==> src/rtl/or_n_way_pipe.sv <==
// -----------------------------------------------------------------------------
// or_n_way_pipe
//   Pipelined N-input OR reduction tree with valid tracking and an optional
//   sticky (accumulate-until-clear) output. Each tree level is registered, so
//   a word presented with in_valid reaches o / out_valid LEVELS edges later
//   (counting the sampling edge). Throughput is one word per cycle.
//
// Parameters
//   WIDTH      number of input bits (2..1024)
//   LEVELS     derived: ceil(log2(WIDTH)), tree and pipeline depth
//
// Ports
//   clk        clock, all state updates on the rising edge
//   rst        asynchronous active-high reset
//   in_valid   i is sampled into level 1 this cycle
//   i          data word to reduce
//   sticky     1: o accumulates OR of results; 0: each result replaces o
//   clr        synchronous clear of o, wins over an arriving result
//   o          registered reduction result
//   out_valid  one-cycle pulse per accepted word, in order
// -----------------------------------------------------------------------------
module or_n_way_pipe #(
   parameter int WIDTH = 8
) (
   input  logic             clk,
   input  logic             rst,
   input  logic             in_valid,
   input  logic [WIDTH-1:0] i,
   input  logic             sticky,
   input  logic             clr,
   output logic             o,
   output logic             out_valid
);

   localparam int LEVELS = $clog2(WIDTH);
   localparam int PW     = 1 << LEVELS;   // padded width, a power of two

   // Zero padding up to the next power of two; pad bits never set the result.
   logic [PW-1:0] w_pad;
   assign w_pad = PW'(i);

   // Tree levels 1..LEVELS-1. Level k holds PW>>k bits, each the OR of an
   // adjacent pair from the level below. These load every cycle; bubbles
   // carry don't-care data that the valid pipe masks at the output stage.
   genvar k;
   for (k = 1; k < LEVELS; k++) begin : g_lvl
      localparam int N = PW >> k;
      logic [2*N-1:0] w_prev;
      logic [N-1:0]   r_data;

      if (k == 1) begin : g_src_in
         assign w_prev = w_pad;
      end else begin : g_src_lvl
         assign w_prev = g_lvl[k-1].r_data;
      end

      // NOTE: sequential state uses non-blocking assignments so every
      // register samples the values present before the edge.
      always_ff @(posedge clk or posedge rst) begin
         if (rst) begin
            r_data <= '0;
         end else begin
            for (int j = 0; j < N; j++) begin
               r_data[j] <= w_prev[2*j] | w_prev[2*j+1];
            end
         end
      end
   end

   // Final pair feeding the output stage: straight from the padded input when
   // the tree has a single level, otherwise from the last registered level.
   logic [1:0] w_pair;
   if (LEVELS == 1) begin : g_pair_in
      assign w_pair = w_pad;
   end else begin : g_pair_lvl
      assign w_pair = g_lvl[LEVELS-1].r_data;
   end

   logic w_final;
   assign w_final = w_pair[0] | w_pair[1];

   // Valid pipe: bit 1 loads in_valid, bit LEVELS is out_valid. w_vld_last is
   // the valid flag travelling with w_pair into the output stage.
   logic [LEVELS:1] r_vld;
   logic            w_vld_last;

   if (LEVELS == 1) begin : g_vld_one
      assign w_vld_last = in_valid;
      always_ff @(posedge clk or posedge rst) begin
         if (rst) r_vld <= '0;
         else     r_vld <= in_valid;
      end
   end else begin : g_vld_multi
      assign w_vld_last = r_vld[LEVELS-1];
      always_ff @(posedge clk or posedge rst) begin
         if (rst) r_vld <= '0;
         else     r_vld <= {r_vld[LEVELS-1:1], in_valid};
      end
   end

   // Output stage. sticky and clr are sampled here, not carried with the
   // data. clr discards a same-cycle result but out_valid still pulses.
   logic r_o;
   always_ff @(posedge clk or posedge rst) begin
      if (rst) begin
         r_o <= 1'b0;
      end else if (clr) begin
         r_o <= 1'b0;
      end else if (w_vld_last) begin
         r_o <= sticky ? (r_o | w_final) : w_final;
      end
   end

   assign o         = r_o;
   assign out_valid = r_vld[LEVELS];

endmodule

==> config.mk <==
export PLATFORM = sky130hd
export DESIGN_NAME = or_n_way_pipe
export DESIGN_NICKNAME = d
export VERILOG_FILES = /design/src/rtl/or_n_way_pipe.sv
export SDC_FILE = /design/constraint.sdc
export NUM_CORES = 1
export LEC_CHECK = 0
export BUFFER_PORTS_ARGS = -buffer_cell sky130_fd_sc_hd__buf_2
export CORE_AREA = 4 4 41 43
export DETAILED_ROUTE_END_ITERATION = 7
export DIE_AREA = 0 0 45 47
export GPL_TIMING_DRIVEN = 1
export PLACE_DENSITY = 0.51
export SETUP_SLACK_MARGIN = 0.02
export SYNTH_ARGS = -nofsm -noshare
export SYNTH_HDL_FRONTEND = slang
export SYNTH_SLANG_ARGS = --single-unit
==> constraint.sdc <==
create_clock -name clk -period 2.3 [get_ports clk]
set_input_delay 0.115 -clock clk [delete_from_list [all_inputs] [get_ports clk]]
set_output_delay 0.115 -clock clk [all_outputs]
set_load 0.01 [all_outputs]
==> impl_results.rst <==
.. list-table::
   :header-rows: 1

   * - Metric
     - Value
   * - Number of rows created at floorplan
     - 13
   * - Router iterations before antenna repair
     - 2
   * - Core region area
     - 0.00130 mm²
   * - Predominant post-synthesis flop cell
     - sky130_fd_sc_hd__dfrtp_1
   * - Fraction of layout cells with a size suffix above 1
     - 57.1%
   * - Die ar.
     - 0.00212 mm²
   * - Crit. End Element
     - output pin
   * - Post-layout util
     - around 37%
   * - Number of hold-slack violations in the final timing report
     - 0
   * - Minimum clock period after layout
     - 889 ps
   * - Total overflow reported by the global router
     - 0
   * - Most frequent cells after synthesis
     - sky130_fd_sc_hd__dfrtp_1, sky130_fd_sc_hd__or2_2, sky130_fd_sc_hd__inv_1, sky130_fd_sc_hd__or2_1
   * - Worst-path maximum fanout
     - 2
   * - Worst Skew
     - approximately 5.4 ps
   * - Peak ir drop on the vdd network
     - 361 µV
   * - Post-synth top area share
     - around three quarters
   * - Met1 usage
     - slightly below 7%
   * - Antenna violations before repair
     - 0
   * - Data arrival, critical path
     - 770 ps
   * - Post-CTS resize count
     - 0
   * - TritonCTS clock tree
     - built
   * - I/O Buffers
     - 14
   * - Global-route wire length before repair
     - around 1100 µm
   * - Dominant delay contributor by cell family on the critical path
     - flip-flops
   * - CP Cell Sequence
     - buf_2
   * - Fraction of met2 tracks used by global routing
     - 13.3%
   * - Maximum clock insertion buffer count
     - 2
   * - Power density relative to cell area
     - 762 mW/mm²
   * - Finish-stage setup viols
     - 0
   * - Post-Place Cell Area
     - around 420 µm²
   * - Sinks on Clock Net
     - 10
   * - Post-synth cell types
     - 8
   * - Source-to-sink clock delay at the later pin of the worst-skew pair
     - between 200 and 300 ps
   * - Root Buffer Master
     - sky130_fd_sc_hd__clkbuf_4
   * - Achievable Freq
     - 1120 MHz
   * - Most common cell in the netlist
     - sky130_fd_sc_hd__dfrtp_1
   * - Cell at the slowest stage of the critical path
     - sky130_fd_sc_hd__dfrtp_1
   * - Post-synthesis instance area
     - 335 µm²
   * - Iteration-0 DRC count of the detailed router
     - 1
   * - Worst path bufs/invs
     - 1
   * - Global placer's final weighted congestion
     - roughly 0.62
   * - Worst hold-check path type
     - in -> reg
   * - Proportion of synthesized chip area in sequential cells
     - 74.6%
   * - Run status
     - finished, final reports clean
   * - Synth-to-Final Area Change
     - 43.3%
   * - Remaining design rule violation count
     - 0
   * - Floorplan die height
     - 47 µm
   * - Reg clk slew, reported paths
     - 60 ps
   * - Crit path launch type
     - flip-flop
   * - Final Cycle Share
     - 38.7%
   * - Post-route cell area
     - 480 µm²
   * - Vias after detailed routing
     - between 200 and 250
   * - Count of flip-flops with a built-in enable after synthesis
     - 0
   * - Number of diodes added for antenna fixing
     - 0
   * - Post-DR wirelength/cell
     - 9.49 µm
   * - Library cell with the largest summed area after synthesis
     - sky130_fd_sc_hd__dfrtp_1
   * - Max-slew violation total from the final report
     - 0
   * - Pwr Total
     - around 0.37 mW
   * - Largest net degree at the start of global routing
     - 11
   * - Remaining max-slew budget at the tightest pin
     - 76.2%
   * - Per-instance average area after synthesis
     - 15.2 µm²
   * - Nets
     - 56
   * - Remaining antenna violation count
     - 0
   * - Fraction of registers with async set/reset
     - 100%
   * - Number of buffers created by CTS
     - 3
   * - Post-synthesis instance total
     - 22
   * - Required arrival time at the worst endpoint
     - 2180 ps
   * - Number of global-route vias before repair
     - 289
   * - Fillers
     - 140
   * - Yosys synthesis warning count
     - 0
   * - Leading cell types by total area after synthesis
     - sky130_fd_sc_hd__dfrtp_1, sky130_fd_sc_hd__or2_2, sky130_fd_sc_hd__o32ai_2, sky130_fd_sc_hd__nor2b_4, sky130_fd_sc_hd__or2_1
   * - Transition time at the pin with the least slew margin
     - 357 ps
   * - Layer with the highest usage
     - met2
   * - Starting density of the core
     - 25.8%
   * - Met3 Usage GRT
     - 3.45%
   * - Count of state elements after synthesis
     - 10
   * - Post-Synthesis Net Count
     - 35
   * - Die Width
     - around 45 µm
   * - Number of maximum-capacitance constraint violations
     - 0
   * - Leakage
     - 0.225 nW
   * - Ratio of routed vias to standard cells
     - 3.93
   * - Total number of H-tree levels
     - 1
   * - Critical path's largest stage delay
     - 380 ps
   * - Aggregate global-route resource usage
     - 7.54%
   * - RSZ-0062 raised after global routing
     - no
   * - Boundary Pins
     - 15
   * - Total length of routed wires
     - 541 µm
   * - Final setup TNS
     - 0 ps
   * - Category of the critical setup timing path
     - reg -> out
[metal layers]
metal	up-vias	wire, µm
met5	-	0
met4	0	0
met3	0	57
met2	14	278
met1	103	206
li1	107	-
[cell families (layout without fill, tap and decap cells)]
logic type      after synthesis  in the layout  synth area share [%]
buf+inv                       2             22                  2.24
compound gates                1              1                  4.85
flops                        10             10                  74.6
simple gates                  9              9                  18.3
[per-stage QoR]
stage,setup slack (ps),cells,hold slack [ps]
finish,1410,57,36.8
global route,1360,57,25.7
CTS,1390,57,29.0
detailed placement,1490,51,101
global placement,1550,51,85.5
floorplan,1550,22,-44.8
[power breakdown]
part           internal, mW  switching [mW]  total, mW
sequential            0.184         0.00265      0.187
combinational        0.0170          0.0114     0.0284
clock                0.0958          0.0549      0.151
total                 0.297          0.0690      0.366
[timing repair]
action	4_1_cts	5_1_grt
buffers inserted	0	0
endpoints found under the hold margin	11	0
hold buffers	2	0
[cell type report]
| class | instances | area (µm²) | area share, % |
|---|---|---|---|
| tap | 15 | 18.8 | 3.91 |
| clock buffer | 4 | 36.3 | 7.55 |
| timing repair buffer | 16 | 90.1 | 18.7 |
| inverter | 2 | 7.51 | 1.56 |
| sequential | 10 | 250 | 52.1 |
| multi-input combinational | 10 | 77.6 | 16.1 |
[worst paths after layout]
kind	startpoint	to	slack (ps)	cells past startpoint
worst max-delay path	o$_DFFE_PP0P_	o	1410	1
worst min-delay path	i[0]	g_lvl[1].r_data[0]$_DFF_PP0_	40	2
worst max register to register	r_vld[2]$_DFF_PP0_	o$_DFFE_PP0P_	1500	2
worst min register to register	r_vld[1]$_DFF_PP0_	r_vld[2]$_DFF_PP0_	360	0
max in group asynchronous	rst	g_lvl[2].r_data[1]$_DFF_PP0_	1680	3
min in group asynchronous	rst	g_lvl[1].r_data[0]$_DFF_PP0_	360	3
[state kept, by name (all words and copies together) (netlist names)]
| signal | cells |
|---|---|
| o | 1 |
| r_vld | 3 |
| g_lvl.r_data | 6 |
[cells in the final DEF (no fill, tap or decap)]
cell type / count
sky130_fd_sc_hd__nor2b_4: 1
sky130_fd_sc_hd__or2_1: 2
sky130_fd_sc_hd__dfrtp_1: 10
sky130_fd_sc_hd__clkbuf_4: 3
sky130_fd_sc_hd__buf_2: 14
sky130_fd_sc_hd__inv_1: 2
sky130_fd_sc_hd__or2_2: 4
sky130_fd_sc_hd__nor2_1: 1
sky130_fd_sc_hd__o32ai_2: 1
sky130_fd_sc_hd__dlygate4sd3_1: 2
sky130_fd_sc_hd__clkbuf_8: 1
sky130_fd_sc_hd__nand2b_1: 1
Note: power is estimated with default switching activity, not from simulation.
